`config.mk`:
```
export PLATFORM = sky130hd
export DESIGN_NAME = exec_stage
export DESIGN_NICKNAME = d
export VERILOG_FILES = /design/src/rtl/exec_stage.sv
export SDC_FILE = /design/constraint.sdc
export NUM_CORES = 2
export LEC_CHECK = 0
export BUFFER_PORTS_ARGS = -buffer_cell sky130_fd_sc_hd__buf_2
export CAP_MARGIN = 0
export CORE_ASPECT_RATIO = 2
export CORE_UTILIZATION = 55
export DETAILED_ROUTE_END_ITERATION = 16
export PLACE_DENSITY_LB_ADDON = 0.05
export SYNTH_ARGS = -nofsm -noshare
export SYNTH_HDL_FRONTEND = slang
export SYNTH_SLANG_ARGS = --single-unit
```
`constraint.sdc`:
```
create_clock -name clk -period 14 [get_ports clk]
set_clock_uncertainty 0.1 [all_clocks]
set_input_delay 0 -clock clk [delete_from_list [all_inputs] [get_ports clk]]
set_output_delay 0 -clock clk [all_outputs]
set_load 0.1 [all_outputs]
```
`src/rtl/exec_stage.sv`:
```
// Execute stage: single-cycle ALU plus iterative multiplier behind one registered result slot.
// Optional `EXEC_FLUSH_EN adds exec_i_flush to drop the slot and abort a multiply.
module exec_stage #(
    parameter int unsigned XLEN             = 64,
    parameter int unsigned MUL_BITS_PER_CYC = 1
) (
    input  logic            clk,
    input  logic            rst,
`ifdef EXEC_FLUSH_EN
    input  logic            exec_i_flush,
`endif
    input  logic            regE_i_valid,
    output logic            exec_o_ready,
    input  logic [XLEN-1:0] regE_i_regdata1,
    input  logic [XLEN-1:0] regE_i_regdata2,
    input  logic [XLEN-1:0] regE_i_imm,
    input  logic [XLEN-1:0] regE_i_pc,
    input  logic [9:0]      regE_i_alu_info,
    input  logic [1:0]      regE_i_opcode_info,
    input  logic            regE_i_mul_en,
    input  logic [4:0]      regE_i_rd,
    input  logic            regE_i_reg_wen,
    output logic            exec_o_valid,
    input  logic            exec_i_ready,
    output logic [XLEN-1:0] exec_o_result,
    output logic [XLEN-1:0] exec_o_pc,
    output logic [4:0]      exec_o_rd,
    output logic            exec_o_reg_wen,
    output logic            exec_o_busy
);
    localparam int unsigned MUL_ITERS = XLEN / MUL_BITS_PER_CYC;
    localparam int unsigned CNT_W     = $clog2(MUL_ITERS + 1);
    localparam int unsigned SHW       = $clog2(XLEN);

    typedef enum logic [1:0] {ST_IDLE, ST_MUL, ST_DONE} state_t;

    state_t            state;
    logic [CNT_W-1:0]  mul_cnt;
    logic [XLEN-1:0]   mul_a;
    logic [XLEN-1:0]   mul_b;
    logic [XLEN-1:0]   mul_acc;
    logic [XLEN-1:0]   mul_pc;
    logic [4:0]        mul_rd;
    logic              mul_wen;

    logic              flush;
    logic              slot_free;
    logic              accept;
    logic [XLEN-1:0]   op_a;
    logic [XLEN-1:0]   op_b;
    logic [SHW-1:0]    shamt;
    logic [XLEN-1:0]   alu_result;
    logic [XLEN-1:0]   mul_partial;
    logic [XLEN-1:0]   acc_next;

`ifdef EXEC_FLUSH_EN
    assign flush = exec_i_flush;
`else
    assign flush = 1'b0;
`endif

    assign slot_free    = !exec_o_valid || exec_i_ready;
    assign exec_o_ready = (state == ST_IDLE) && slot_free && !flush;
    assign accept       = regE_i_valid && exec_o_ready;
    assign exec_o_busy  = (state != ST_IDLE);

    always_comb begin
        op_a  = regE_i_opcode_info[1] ? regE_i_pc  : regE_i_regdata1;
        op_b  = regE_i_opcode_info[0] ? regE_i_imm : regE_i_regdata2;
        shamt = op_b[SHW-1:0];
        // Lowest set alu_info bit takes priority; no bit set passes B through.
        if (regE_i_alu_info[0])
            alu_result = op_a + op_b;
        else if (regE_i_alu_info[1])
            alu_result = op_a - op_b;
        else if (regE_i_alu_info[2])
            alu_result = op_a & op_b;
        else if (regE_i_alu_info[3])
            alu_result = op_a | op_b;
        else if (regE_i_alu_info[4])
            alu_result = op_a ^ op_b;
        else if (regE_i_alu_info[5])
            alu_result = op_a << shamt;
        else if (regE_i_alu_info[6])
            alu_result = op_a >> shamt;
        else if (regE_i_alu_info[7])
            alu_result = $signed(op_a) >>> shamt;
        else if (regE_i_alu_info[8])
            alu_result = {{(XLEN-1){1'b0}}, ($signed(op_a) < $signed(op_b))};
        else if (regE_i_alu_info[9])
            alu_result = {{(XLEN-1){1'b0}}, (op_a < op_b)};
        else
            alu_result = op_b;
    end

    always_comb begin
        mul_partial = '0;
        for (int unsigned i = 0; i < MUL_BITS_PER_CYC; i++) begin
            if (mul_a[i])
                mul_partial = mul_partial + (mul_b << i);
        end
        acc_next = mul_acc + mul_partial;
    end

    always_ff @(posedge clk or posedge rst) begin
        if (rst) begin
            state          <= ST_IDLE;
            mul_cnt        <= '0;
            mul_a          <= '0;
            mul_b          <= '0;
            mul_acc        <= '0;
            mul_pc         <= '0;
            mul_rd         <= '0;
            mul_wen        <= 1'b0;
            exec_o_valid   <= 1'b0;
            exec_o_result  <= '0;
            exec_o_pc      <= '0;
            exec_o_rd      <= '0;
            exec_o_reg_wen <= 1'b0;
        end else if (flush) begin
            exec_o_valid <= 1'b0;
            state        <= ST_IDLE;
            mul_cnt      <= '0;
        end else begin
            // Drain by default; any load below overrides it so back-to-back keeps valid high.
            if (exec_o_valid && exec_i_ready)
                exec_o_valid <= 1'b0;
            case (state)
                ST_IDLE: begin
                    if (accept) begin
                        if (regE_i_mul_en) begin
                            mul_a   <= op_a;
                            mul_b   <= op_b;
                            mul_acc <= '0;
                            mul_pc  <= regE_i_pc;
                            mul_rd  <= regE_i_rd;
                            mul_wen <= regE_i_reg_wen;
                            mul_cnt <= CNT_W'(MUL_ITERS);
                            state   <= ST_MUL;
                        end else begin
                            exec_o_result  <= alu_result;
                            exec_o_pc      <= regE_i_pc;
                            exec_o_rd      <= regE_i_rd;
                            exec_o_reg_wen <= regE_i_reg_wen;
                            exec_o_valid   <= 1'b1;
                        end
                    end
                end
                ST_MUL: begin
                    mul_a   <= mul_a >> MUL_BITS_PER_CYC;
                    mul_b   <= mul_b << MUL_BITS_PER_CYC;
                    mul_cnt <= mul_cnt - CNT_W'(1);
                    if (mul_cnt == CNT_W'(1)) begin
                        if (slot_free) begin
                            exec_o_result  <= acc_next;
                            exec_o_pc      <= mul_pc;
                            exec_o_rd      <= mul_rd;
                            exec_o_reg_wen <= mul_wen;
                            exec_o_valid   <= 1'b1;
                            state          <= ST_IDLE;
                        end else begin
                            mul_acc <= acc_next;
                            state   <= ST_DONE;
                        end
                    end else begin
                        mul_acc <= acc_next;
                    end
                end
                ST_DONE: begin
                    if (slot_free) begin
                        exec_o_result  <= mul_acc;
                        exec_o_pc      <= mul_pc;
                        exec_o_rd      <= mul_rd;
                        exec_o_reg_wen <= mul_wen;
                        exec_o_valid   <= 1'b1;
                        state          <= ST_IDLE;
                    end
                end
                default: state <= ST_IDLE;
            endcase
        end
    end
endmodule

```
==> impl_results.md, run 1 <==
- Status: aborted with a tool error
- Fail Step: global routing
- Run Error: [ERROR GRT-0116] Global routing finished with congestion. Check the congestion regions in the DRC Viewer.
- H-Tree Depth: 2
- Post-CTS setup repair buffer count: 0
- Port bufs: 415
- Total CTS buffers: 40
- Number of synthesized register bits: 406
- Number of global-route vias before repair: 62.84k
- FFs w/ async S/R, synth: 1.000
- Cell taking the most area after synthesis: dfrtp_1
- Post-DP HPWL: 201300 um
- Yosys warning count: 0
- Clk root buf: clkbuf_16
- Syn Std Cell Area: 0.04576 sq mm
- GRT Util Overall: 0.7681
- Die Y: 409.9 um
- Synth Flop Type: dfrtp_1
- Starting density of the core: 0.5553
- Clock tree sinks: 406
- Total grt overflow: 332
- Die span in x: 206.0 um
- Clock Path Buffers: 3
- Number of flops mapped to enable cells by yosys: 0
- Seq/Total Area, Yosys: 0.2220
- Rows: 149
- RePlAce Congestion: 1.218
- I/O pin cnt: 416
- Synth top area share: 0.2220
- Syn Nets: 6550
- Post-Syn Area per Cell: 7.619 sq um
- Yosys cell types: 104
- Synth area leaders: dfrtp_1 22%, mux2i_1 11%, ha_1 7.2%
- First-pass GRT wire length: 481500 um
- Synthesized instance count: 6006
- Pin count of the biggest net entering global routing: 156
==> per-stage QoR <==
step	setup WS [ps]	instances	area, sq um	hold WS, ps	utilization
after floorplan	2605	6006	45760	50.58	-
after global placement	7567	7182	48600	42.93	0.5898
after detailed placement	7535	7182	48600	44.88	0.5898
after CTS	7944	7492	52350	1.400	0.6353
==> metal layers <==
layer,GRT overflow,GRT usage
met1,4,0.7878
met2,176,0.9406
met3,16,0.5772
met4,136,0.7789
met5,0,0.1411
==> synthesized netlist by cell type, drive strengths merged, types with 12 or more instances <==
master / count
ha: 262
inv: 236
o31ai: 40
a21oi: 602
mux2i: 526
nand2: 725
o311ai: 17
or2: 13
a211oi: 101
or3: 14
a22oi: 21
mux4: 15
dfrtp: 406
nor4: 37
o22ai: 51
a21boi: 14
a221o: 30
nor2b: 37
xor2: 27
mux2: 174
o21ai: 540
nor3: 86
o211ai: 77
buf: 150
a21o: 63
o21a: 22
nor2: 563
o31a: 12
a311oi: 14
a211o: 14
a221oi: 74
clkbuf: 311
nand3: 95
and2: 84
o2111ai: 21
nand2b: 22
nand4: 40
o21bai: 40
xnor2: 84
a2111oi: 21
o221ai: 53
a31oi: 87
and3: 29
==> repair_timing <==
| action | 4_1_cts |
|---|---|
| gates resized for setup | 0 |
| hold buffers | 237 |
| hold endpoints to repair | 336 |
==> cell families after synthesis <==
family	after synthesis	share of synthesized area
flops	406	0.2220
xor+xnor	111	0.02125
compound gates	2028	0.2812
mux	715	0.1687
buf+inv	702	0.06434
fa+ha+maj	265	0.07295
simple gates	1779	0.1696
==> run 2: changes to the inputs <==
Settings changed: CORE_ASPECT_RATIO 2 to unset, CORE_UTILIZATION 55 to 40, PLACE_DENSITY_LB_ADDON 0.05 to 0.15.
==> impl_results.md, run 2 <==
- Status: complete, but fails checks
- Failing checks: DRC, hold timing, capacitance limit, slew limit
- WHS Path Cells: 5
- Worst r2r dst: exec_o_result[59]$_DFFE_PP0P_
- CP max FO: 35
- Number of synthesized register bits: 406
- Core area: 0.1130 sq mm
- Post-Syn Area per Cell: 7.619 sq um
- Min-Delay Endpoint: mul_a[59]$_DFFE_PP0P_
- GRT Util Overall: 0.4381
- Wirelength per Cell: 32.97 um
- CTS tree: built
- Pre-antenna DRT Iters: 14
- Die Y: 340.2 um
- FF-to-FF Start: mul_a[0]$_DFFE_PP0P_
- Starting density of the core: 0.4051
- Post-DP HPWL: 203700 um
- Rel. slew slack: -0.08022
- Total grt overflow: 0
- Yosys cell types: 104
- Post-CTS setup repair buffer count: 0
- Number of flops mapped to enable cells by yosys: 0
- Fmax: 152.0 MHz
- Setup TNS: 0 ps
- Resized cells post-CTS: 0
- Net switching power: 5.929 mW
- Hold Path Class: in2reg
- FFs w/ async S/R, synth: 1.000
- Seq/Total Area, Yosys: 0.2220
- Reg clk slew, reported paths: 80 ps
- Sequential fraction of design power: 0.203
- Antenna violations before repair: 16
- Post-Route WL: 263600 um
- Count leader, synth: nand2_1
- Clock group share of total power: 0.137
- First-pass GRT wire length: 368000 um
- Endpoints failing setup: 0
- Syn Std Cell Area: 0.04576 sq mm
- Die ar.: 0.1158 sq mm
- FF-to-FF path depth: 13
- Vias: 52.37k
- Remaining DRCs: 3
- Final nets: 6991
- Logic gate share of total power: 0.659
- Hold_sp: regE_i_regdata1[59]
- Syn Nets: 6550
- PD cells: 195.1 mW/mm^2
- Required @ worst endpoint: 14460 ps
- Switching fraction of total power: 0.5664
- R2R setup slack: 8070 ps
- Worst skew pair latency: 680 ps
- Commonest non-fill, non-tap cell in the layout: nand2_1
- Port bufs: 415
- Startpoint Class: input port
- Synth Flop Type: dfrtp_1
- VDD IR max: 289.6 uV
- 1st-iter DRT viols: 6777
- Final hold slack: -6.329 ps
- Power, Total: 10.47 mW
- Fin crit share: 0.4701
- RSZ-0062 raised after global routing: false
- H-Tree Depth: 2
- Pins Over Slew Limit: 2
- Max Cap Viol: 1
- Clk root buf: clkbuf_16
- Final Non-Filler Cells: 7997
- Worst Path Arrival: 7040 ps
- Area of the multi-input gates: 0.03283 sq mm
- Post-route ant nets: 0
- Most frequent cells in the layout: 722 x nand2_1, 601 x a21oi_1, 558 x nor2_1
- Top cells by count, synth: 724 x nand2_1, 601 x a21oi_1, 562 x nor2_1
- Number of global-route vias before repair: 49.40k
- Synthesized instance count: 6006
- Setup crit end kind: register
- Pin count of the biggest net entering global routing: 117
- Minimum clock period: 6581 ps
- Worst Tran Pin Value: 1579 ps
- Clock tree sinks: 406
- RePlAce Congestion: 1.143
- Area Overhead vs Synth: 17.23%
- Yosys warning count: 0
- Storage element area: 0.01016 sq mm
- Synth area leaders: dfrtp_1 22%, mux2i_1 11%, ha_1 7.2%
- Clock Path Buffers: 3
- Share of cells above drive strength 1: 0.1512
- Internal power: 4.538 mW
- Static Leakage: 23.71 nW
- I/O pin cnt: 416
- # fillers: 11.40k
- Final hold violations: 1
- Rows: 123
- Total CTS buffers: 50
- Cell taking the most area after synthesis: dfrtp_1
- Via density per instance: 6.548
- Synth top area share: 0.2220
- Inst Count DP: 7628
- Crit Path Class: in2reg
- Die span in x: 340.2 um
==> run 2: kinds of logic after synthesis <==
kind of cell | share of synthesized area
buf+inv | 0.06434
simple gates | 0.1696
xor+xnor | 0.02125
fa+ha+maj | 0.07295
compound gates | 0.2812
mux | 0.1687
flops | 0.2220
==> run 2: area by class of cell <==
class | instances | share of cell area
multi-input combinational | 4898 | 0.6119
sequential | 406 | 0.1894
timing repair buffer | 850 | 0.1128
tap | 1500 | 0.03499
clock buffer | 69 | 0.02692
inverter | 241 | 0.01740
clock inverter | 24 | 0.006064
antenna | 9 | 0.0004198
==> run 2: stage by stage <==
step	instance area [sq um]	hold slack, ps	utilization	setup slack, ps
2_1_floorplan	45760	50.58	-	2605
6_report	53640	-6.329	0.4749	7419
4_1_cts	53610	14.69	0.4746	7744
5_1_grt	53620	35.74	0.4747	7338
3_5_place_dp	49170	61.87	0.4353	7425
3_3_place_gp	49170	60.12	0.4353	7471
==> run 2: worst max-delay path, cell delays in order <==
cell           delay, ps
buf_4                550
buf_4                580
mux2i_1              240
dlygate4sd3_1        570
buf_4                220
ha_1                 460
nor2_1               280
o21ai_0              150
a31oi_1              390
nor3_1                90
a21oi_1              520
o21ai_0              530
o21ai_1              700
a21oi_1              200
o41ai_1              310
nand3_1              230
dlygate4sd3_1        690
a21o_1               180
==> run 2: worst max path at each step <==
stage	cells after the start	to	from
2_1_floorplan	1	exec_o_pc[0]$_DFFE_PP0P_	rst
3_3_place_gp	18	exec_o_result[38]$_DFFE_PP0P_	regE_i_opcode_info[1]
3_5_place_dp	17	exec_o_result[38]$_DFFE_PP0P_	regE_i_opcode_info[1]
4_1_cts	18	exec_o_result[0]$_DFFE_PP0P_	regE_i_opcode_info[0]
5_1_grt	18	exec_o_result[0]$_DFFE_PP0P_	regE_i_opcode_info[0]
6_report	18	exec_o_result[0]$_DFFE_PP0P_	regE_i_opcode_info[0]
==> run 2: timing repair <==
action | CTS | global route
setup endpoints to repair | 0 | 0
endpoints found under the hold margin | 371 | 0
hold buffers | 267 | 0
==> run 2: power by group through the flow <==
stage | Clock, mW | Sequential, mW | Combinational [mW]
after CTS | 1.46 | 2.12 | 6.75
after detailed placement | 0 | 2.14 | 6.63
after floorplan | 0 | 3.38 | 3.49
after global placement | 0 | 2.13 | 6.60
final | 1.44 | 2.13 | 6.90
after global routing | 1.51 | 2.19 | 7.28
==> run 2: per-layer routing <==
layer / up-vias / global-route usage / wire [um] / part of all wire
met1: 25466 / 0.5625 / 105400 / 0.40
li1: 22888 / - / - / -
met4: 20 / 0.2740 / 19730 / 0.075
met5: - / 0 / 134 / 0.00051
met2: 3195 / 0.6508 / 111500 / 0.42
met3: 798 / 0.1175 / 26820 / 0.10
Power figures use the tool's default switching activity.
